File: src/rtl/os_feeder_pkg.sv
// Shared types and sizing helpers for the operand skew feeder.
// Latency: n/a (declarations only).
// Backpressure: n/a.
package os_feeder_pkg;

  typedef enum logic [2:0] {
    IDLE   = 3'd0,
    CLEAR  = 3'd1,
    STREAM = 3'd2,
    FLUSH  = 3'd3,
    DRAIN  = 3'd4,
    DONE   = 3'd5
  } state_t;

  localparam int DEF_A_H = 32;
  localparam int DEF_B_W = 32;

  function automatic int max2(input int a, input int b);
    return (a > b) ? a : b;
  endfunction

  // Wide enough for the longest down-count (drain) with headroom, so no wrap.
  function automatic int cnt_width(input int a_h, input int b_w, input int drain_cyc);
    return $clog2(a_h + b_w + drain_cyc) + 1;
  endfunction

  // Zero-shift cycles needed to push the last slice through the deepest lane.
  function automatic int flush_cycles(input int a_h, input int b_w);
    return max2(a_h, b_w) - 1;
  endfunction

  localparam int FLUSH_CYC = flush_cycles(DEF_A_H, DEF_B_W);

endpackage

File: src/rtl/os_operand_skew_feeder_skew_lane_delay.sv
// Fixed-depth lane delay: DEPTH shift stages followed by one output register.
// Latency: DEPTH+1 cycles from din to dout; DEPTH=0 is the output register alone.
// Backpressure: none, shifts every cycle.
module skew_lane_delay #(
  parameter int DEPTH = 0,
  parameter int WIDTH = 8
) (
  input  logic             clk,
  input  logic             rst_n,
  input  logic [WIDTH-1:0] din,
  output logic [WIDTH-1:0] dout
);

  if (DEPTH == 0) begin : g_direct
    // Output register only: lane 0 has no skew.
    always_ff @(posedge clk or negedge rst_n) begin
      if (!rst_n) dout <= '0;
      else        dout <= din;
    end
  end else begin : g_shift
    logic [WIDTH-1:0] sr [DEPTH];

    // Shift chain plus output register; every stage clears on reset.
    always_ff @(posedge clk or negedge rst_n) begin
      if (!rst_n) begin
        for (int i = 0; i < DEPTH; i++) sr[i] <= '0;
        dout <= '0;
      end else begin
        sr[0] <= din;
        for (int i = 1; i < DEPTH; i++) sr[i] <= sr[i-1];
        dout <= sr[DEPTH-1];
      end
    end
  end

endmodule

File: src/rtl/os_operand_skew_feeder.sv
// Operand feeder for an output-stationary MAC array: clears, streams skewed k-slices, flushes, drains, signals done.
// Latency: slice accepted at t shows on A lane i at t+1+i, B lane j at t+1+j; tile_done FLUSH+DRAIN+1 cycles after last accept.
// Backpressure: in_ready high only in STREAM; idle input cycles inject zero bubbles on all lanes. Optional OS_FEEDER_PERF_CNT_EN adds perf counters.
module os_operand_skew_feeder
  import os_feeder_pkg::*;
#(
  parameter int A_H       = DEF_A_H,
  parameter int B_W       = DEF_B_W,
  parameter int WIDTH     = 8,
  parameter int DRAIN_CYC = 4
) (
  input  logic                 clk,
  input  logic                 rst_n,
  input  logic                 start,
  input  logic                 in_valid,
  output logic                 in_ready,
  input  logic [A_H*WIDTH-1:0] in_a,
  input  logic [B_W*WIDTH-1:0] in_b,
  input  logic                 in_last,
  output logic [A_H*WIDTH-1:0] A,
  output logic [B_W*WIDTH-1:0] B,
  output logic                 clc,
  output logic                 busy,
  output logic                 tile_done
`ifdef OS_FEEDER_PERF_CNT_EN
  ,
  output logic [15:0]          bubble_cnt,
  output logic [15:0]          slice_cnt
`endif
);

  localparam int FLUSH_LEN  = flush_cycles(A_H, B_W);
  localparam int DRAIN_LEN  = (A_H + B_W - 2) + DRAIN_CYC;
  localparam int CW         = cnt_width(A_H, B_W, DRAIN_CYC);
  localparam int FLUSH_LOAD = (FLUSH_LEN > 0) ? FLUSH_LEN - 1 : 0;
  localparam int DRAIN_LOAD = (DRAIN_LEN > 0) ? DRAIN_LEN - 1 : 0;

  state_t          state;
  logic [CW-1:0]   cnt;
  logic            accept;
  logic [A_H*WIDTH-1:0] a_lane_in;
  logic [B_W*WIDTH-1:0] b_lane_in;

  assign accept = in_valid & in_ready & (state == STREAM);

  // Non-accept cycles feed zeros into every lane so A/B stay aligned.
  assign a_lane_in = accept ? in_a : '0;
  assign b_lane_in = accept ? in_b : '0;

  // Tile sequencer with registered handshake and status outputs.
  always_ff @(posedge clk or negedge rst_n) begin
    if (!rst_n) begin
      state     <= IDLE;
      cnt       <= '0;
      clc       <= 1'b0;
      in_ready  <= 1'b0;
      busy      <= 1'b0;
      tile_done <= 1'b0;
    end else begin
      clc       <= 1'b0;
      tile_done <= 1'b0;
      case (state)
        IDLE: begin
          if (start) begin
            state <= CLEAR;
            clc   <= 1'b1;
            busy  <= 1'b1;
          end
        end
        CLEAR: begin
          state    <= STREAM;
          in_ready <= 1'b1;
        end
        STREAM: begin
          if (accept && in_last) begin
            in_ready <= 1'b0;
            if (FLUSH_LEN > 0) begin
              state <= FLUSH;
              cnt   <= CW'(FLUSH_LOAD);
            end else if (DRAIN_LEN > 0) begin
              state <= DRAIN;
              cnt   <= CW'(DRAIN_LOAD);
            end else begin
              state     <= DONE;
              tile_done <= 1'b1;
            end
          end
        end
        FLUSH: begin
          if (cnt == '0) begin
            if (DRAIN_LEN > 0) begin
              state <= DRAIN;
              cnt   <= CW'(DRAIN_LOAD);
            end else begin
              state     <= DONE;
              tile_done <= 1'b1;
            end
          end else begin
            cnt <= cnt - 1'b1;
          end
        end
        DRAIN: begin
          if (cnt == '0) begin
            state     <= DONE;
            tile_done <= 1'b1;
          end else begin
            cnt <= cnt - 1'b1;
          end
        end
        DONE: begin
          state <= IDLE;
          busy  <= 1'b0;
        end
        default: begin
          state    <= IDLE;
          in_ready <= 1'b0;
          busy     <= 1'b0;
        end
      endcase
    end
  end

  // Diagonal skew: lane i of A is delayed i extra cycles.
  for (genvar i = 0; i < A_H; i++) begin : g_a_lane
    skew_lane_delay #(.DEPTH(i), .WIDTH(WIDTH)) u_dly (
      .clk  (clk),
      .rst_n(rst_n),
      .din  (a_lane_in[i*WIDTH +: WIDTH]),
      .dout (A[i*WIDTH +: WIDTH])
    );
  end

  // Diagonal skew: lane j of B is delayed j extra cycles.
  for (genvar j = 0; j < B_W; j++) begin : g_b_lane
    skew_lane_delay #(.DEPTH(j), .WIDTH(WIDTH)) u_dly (
      .clk  (clk),
      .rst_n(rst_n),
      .din  (b_lane_in[j*WIDTH +: WIDTH]),
      .dout (B[j*WIDTH +: WIDTH])
    );
  end

`ifdef OS_FEEDER_PERF_CNT_EN
  // Saturating per-tile counts of accepted slices and idle STREAM cycles.
  always_ff @(posedge clk or negedge rst_n) begin
    if (!rst_n) begin
      bubble_cnt <= '0;
      slice_cnt  <= '0;
    end else if (state == CLEAR) begin
      bubble_cnt <= '0;
      slice_cnt  <= '0;
    end else if (state == STREAM) begin
      if (accept) begin
        if (slice_cnt != 16'hFFFF) slice_cnt <= slice_cnt + 16'd1;
      end else begin
        if (bubble_cnt != 16'hFFFF) bubble_cnt <= bubble_cnt + 16'd1;
      end
    end
  end
`endif

endmodule

File: config.mk
export PLATFORM = sky130hd
export DESIGN_NAME = os_operand_skew_feeder
export DESIGN_NICKNAME = d
export VERILOG_FILES = /design/src/rtl/os_feeder_pkg.sv /design/src/rtl/os_operand_skew_feeder_skew_lane_delay.sv /design/src/rtl/os_operand_skew_feeder.sv
export SDC_FILE = /design/constraint.sdc
export NUM_CORES = 2
export LEC_CHECK = 0
export CORE_UTILIZATION = 60
export CTS_CLUSTER_DIAMETER = 120
export DETAILED_ROUTE_END_ITERATION = 10
export PLACE_DENSITY = 0.86
export SYNTH_ARGS = -nofsm -noshare
export SYNTH_HDL_FRONTEND = slang
export SYNTH_SLANG_ARGS = --single-unit
File: constraint.sdc
create_clock -name clk -period 2.7 [get_ports clk]
set_input_delay 0.54 -clock clk [delete_from_list [all_inputs] [get_ports clk]]
set_output_delay 0.54 -clock clk [all_outputs]
set_load 0.02 [all_outputs]
==> flow_summary_export.csv, run 1 <==
group,metric,value,unit
clock_network,post_cts_resized,194,
clock_network,htree_levels,6,
outcome,error,"[ERROR DPL-0033] detailed placement checks failed during check placement.",
placed_design,hpwlAfterDp,304000,µm
synth,ys_seq_elements,8463,
placed_design,gp_congestion,0.860,
clock_network,cts_setup_buffers,0,
synth,syn_area,216000,µm²
floorplanning,core.rowCount,219,
outcome,stop_stage,"clock tree synthesis",
synth,yosysTopAreaCell,"dfrtp_1",
outcome,outcome,"aborted with a tool error",
clock_network,clock-root-buffer,"clkbuf_16",
floorplanning,die_w,602,µm
clock_network,clock_sinks,8463,
synth,avgSynthCellArea,23.7,µm²
placed_design,post_dp_cell_area,235000,µm²
synth,yosys_warnings,0,
floorplanning,initial_utilization,60.5,%
clock_network,cts_buffers,733,
synth,ys.flop_type,"dfrtp_1",
synth,synth.area.top_cells,"dfrtp_1 (98%), and2_1 (1.5%), clkbuf_1 (0.068%)",
synth,synth_cells,9106,
synth,seq_area_frac_synth,98.2,%
synth,syn_nets,9625,
clock_network,clockBufferDepth,4,
synth,ys_types,39,
clock_network,ctsHoldBuffers,172,
placed_design,portBuffers,1032,
synth,synth_edf_count,0,
synth,yosys.area.top_type_share,98.2,%
synth,async_reset_ff_share,100,%
floorplanning,dieHeight,602,µm
floorplanning,io_pins,1033,
==> through the flow <==
step | hold WS [ns] | std cells | setup slack (ns) | utilization, % | TNS [ns]
floorplan | 0.244 | 9106 | 0.978 | - | 0
global placement | 0.331 | 15100 | 0.0881 | 65.8 | 0
detailed placement | 0.335 | 15100 | -0.122 | 65.8 | -3.78
==> logic make-up after synthesis <==
group           Yosys count  share of synthesized area [%]
flops                  8463                           98.2
simple gates            543                           1.58
buf+inv                  67                          0.129
compound gates           28                         0.0951
mux                       2                        0.00928
fa+ha+maj                 2                         0.0116
xor+xnor                  1                        0.00406
==> Yosys cell counts (3+ instances only) <==
library cell	instances
clkbuf_1	39
nand3_1	3
o211ai_1	3
dfrtp_1	8463
and2_1	513
o21ai_0	4
nand2_1	7
a21oi_1	4
a22o_1	3
inv_1	7
buf_2	21
nor2_1	6
==> inputs of run 2 (changes only) <==
Settings changed: CORE_UTILIZATION 60 to 40, CTS_CLUSTER_DIAMETER 120 to default, PLACE_DENSITY 0.86 to default, PLACE_DENSITY_LB_ADDON from default to 0.15.
==> flow_summary_export.csv, run 2 <==
group,metric,value,unit
timing,setup_total_negative_slack,0,ns
clock_network,clock_sinks,8463,
timing,finalMaxSlewViolations,0,
final_layout,reg_top3,"g_a_lane.u_dly.g_shift.sr x3968, g_b_lane.u_dly.g_shift.sr x3968",
placed_design,hpwlAfterDp,189000,µm
synth,ys_types,39,
worst_setup_path,critical_path_buf_inv_count,1,
timing,rsz0062_at_grt,"false",
worst_setup_path,crit_chain,"clkdlybuf4s50_1",
clock_network,cts_buffers,810,
timing,fin_skew,0.0712,ns
final_layout,utilization,50.4,%
global_route,grtUsageMet2,19.0,%
placed_design,placed_cells,17600,
clock_network,clock-root-buffer,"clkbuf_16",
worst_setup_path,start_kind,"flop",
global_route,grt_pass1_wl,514000,µm
pwr,leakage,0.143,µW
floorplanning,dieHeight,736,µm
global_route,grt_max_degree,148,
pwr,power_frac_clock,44.5,%
routing,avgRoutedWirePerCell,16.2,µm
timing,relSlewSlack,39.3,%
synth,async_reset_ff_share,100,%
floorplanning,core-area,537000,µm²
timing,hold_viol,0,
synth,yosys-top-cells-count,"dfrtp_1 (8,463), and2_1 (513), clkbuf_1 (39)",
routing,dr.pass1.iters,5,
pwr,netSwitchingPower,52400,µW
synth,synth_edf_count,0,
synth,synth_cells,9106,
global_route,antenna_found_initial,71,
worst_setup_path,criticalPathCategory,"reg2out",
synth,syn_area,216000,µm²
final_layout,fillers,42600,
global_route,grt_pass1_vias,89400,
floorplanning,io_pins,1033,
final_layout,final_common_cell,"dfrtp_1",
synth,syn_nets,9625,
clock_network,clk_pin_slew,0.06,ns
routing,drtIter0Drc,4020,
global_route,busiest_layer,"met2",
timing,fin_crit,2.54,ns
global_route,met3_usage,3.19,%
synth,synth.area.top_cells,"dfrtp_1 (98%), and2_1 (1.5%), clkbuf_1 (0.068%)",
worst_setup_path,crit_path_max_incr_delay,0.60,ns
floorplanning,initial_utilization,40.2,%
global_route,grtUsageTotal,12.0,%
floorplanning,fp.dieArea,542000,µm²
pwr,switching_share,20.6,%
worst_setup_path,endpoint_kind,"output port",
synth,yosysMostFrequentCell,"dfrtp_1",
worst_setup_path,slowest_stage,"clkdlybuf4s50_1",
pwr,p_seq_share,52.9,%
clock_network,htree_levels,6,
routing,drc_errors,0,
synth,ys_seq_elements,8463,
floorplanning,die_w,736,µm
synth,yosys_warnings,0,
placed_design,portBuffers,1032,
placed_design,gp_congestion,0.769,
synth,avgSynthCellArea,23.7,µm²
final_layout,final_cell_mix,"dfrtp_1 (8,463), clkbuf_16 (813), clkdlybuf4s50_1 (608), and2_1 (513), dlygate4sd2_1 (422)",
final_layout,drive_gt1_share,13.3,%
worst_setup_path,critical_path_arrival,2.00,ns
synth,yosysTopAreaCell,"dfrtp_1",
outcome,outcome,"complete, no violations",
timing,post-route-period-util,94.0,%
clock_network,clockBufferDepth,4,
synth,seq_area_frac_synth,98.2,%
pwr,vdd_drop_max,707,µV
pwr,comb_power_share,2.6,%
final_layout,nNetsFinal,12200,
timing,hold-worst-slack,0.144,ns
clock_network,cts_tree,"done",
clock_network,worstSkewPairLatency,1.11,ns
pwr,powerDensity,941,nW/µm²
timing,setup_viol,0,
pwr,intPower,202000,µW
timing,fmax,394,MHz
synth,yosys.area.top_type_share,98.2,%
worst_setup_path,ff2ff_setup_slack,0.69,ns
floorplanning,core.rowCount,269,
worst_setup_path,critPathMaxFanout,1,
synth,ys.flop_type,"dfrtp_1",
final_layout,area_growth,25.5,%
routing,ant_nets,0,
global_route,use_met1,16.3,%
hold_path,hold_class,"in2reg",
timing,tightestPinTransition,0.911,ns
worst_setup_path,crit_family,"buffers and inverters",
worst_setup_path,cp.required,2.16,ns
routing,routed_wl,316000,µm
global_route,grt_remaining_overflow,0,
job,maxCapViolCount,0,
clock_network,cts_setup_buffers,0,
routing,vias_per_cell,4.00,
final_layout,fin_cells,19500,
routing,vias,77900,
run 2: cell counts after synthesis:
Identical to the previous run, type by type.
run 2: worst paths after layout:
path	from	end	cells past startpoint
max in group asynchronous	rst_n	g_b_lane[5].u_dly.g_shift.sr[28]	5
worst min-delay path	in_b[218]	g_b_lane[27].u_dly.g_shift.sr[210]	2
min in group asynchronous	rst_n	g_b_lane[27].u_dly.g_shift.sr[71]	2
worst max register to register	cnt[0]	cnt[4]	6
worst max-delay path	g_a_lane[7].u_dly.dout[1]	A[57]	1
worst min register to register	g_a_lane[29].u_dly.g_shift.sr[199]	g_a_lane[29].u_dly.g_shift.sr[191]	0
run 2: kinds of logic after synthesis:
group                      after synthesis  share of synthesized area, %
AOI/OAI and AO/OA                       28                        0.0951
xor gates and xnor gates                 1                       0.00406
adders and majority gates                2                        0.0116
buffers and inverters                   67                         0.129
DFF                                   8463                          98.2
muxes                                    2                       0.00928
and+or+nand+nor                        543                          1.58
run 2: power groups by stage:
stage,Combinational [µW],Clock [µW],Sequential [µW]
after floorplan,771,0,137000
after global placement,6510,0,137000
after detailed placement,6720,0,137000
after CTS,7040,117000,135000
after global routing,7580,123000,135000
final,6730,113000,135000
run 2: cell type report:
| type | instances | area (µm²) | area share, % |
|---|---|---|---|
| Sequential cell | 8463 | 212000 | 78.2 |
| Inverter | 7 | 26.3 | 0.00971 |
| Timing Repair Buffer | 1778 | 18300 | 6.76 |
| Multi-Input combinational cell | 576 | 3670 | 1.36 |
| Clock inverter | 277 | 4130 | 1.52 |
| Antenna cell | 23 | 57.6 | 0.0213 |
| Clock buffer | 1182 | 23700 | 8.76 |
| Tap cell | 7181 | 8980 | 3.32 |
run 2: repair_timing:
| action | 4_1_cts | 5_1_grt |
|---|---|---|
| endpoints found under the setup margin | 422 | 1 |
| gates resized for setup | 422 | 1 |
| hold endpoints to repair | 1096 | 0 |
| gates cloned | 0 | 0 |
| hold buffers | 412 | 0 |
run 2: metrics by stage:
stage               area [µm²]  setup slack, ns  total power, µW
floorplan               216000            0.978           137000
global placement        239000           0.0991           143000
detailed placement      239000            0.133           144000
CTS                     271000        0.0000391           259000
global route            271000          0.00244           266000
finish                  271000            0.162           255000
run 2: per-layer routing:
metal / routed length, µm / vias to the layer above
li1: - / 33400
met2: 153000 / 1690
met1: 132000 / 42000
met5: 264 / -
met3: 19500 / 857
met4: 11300 / 42
Note: power is estimated with default switching activity, not from simulation.
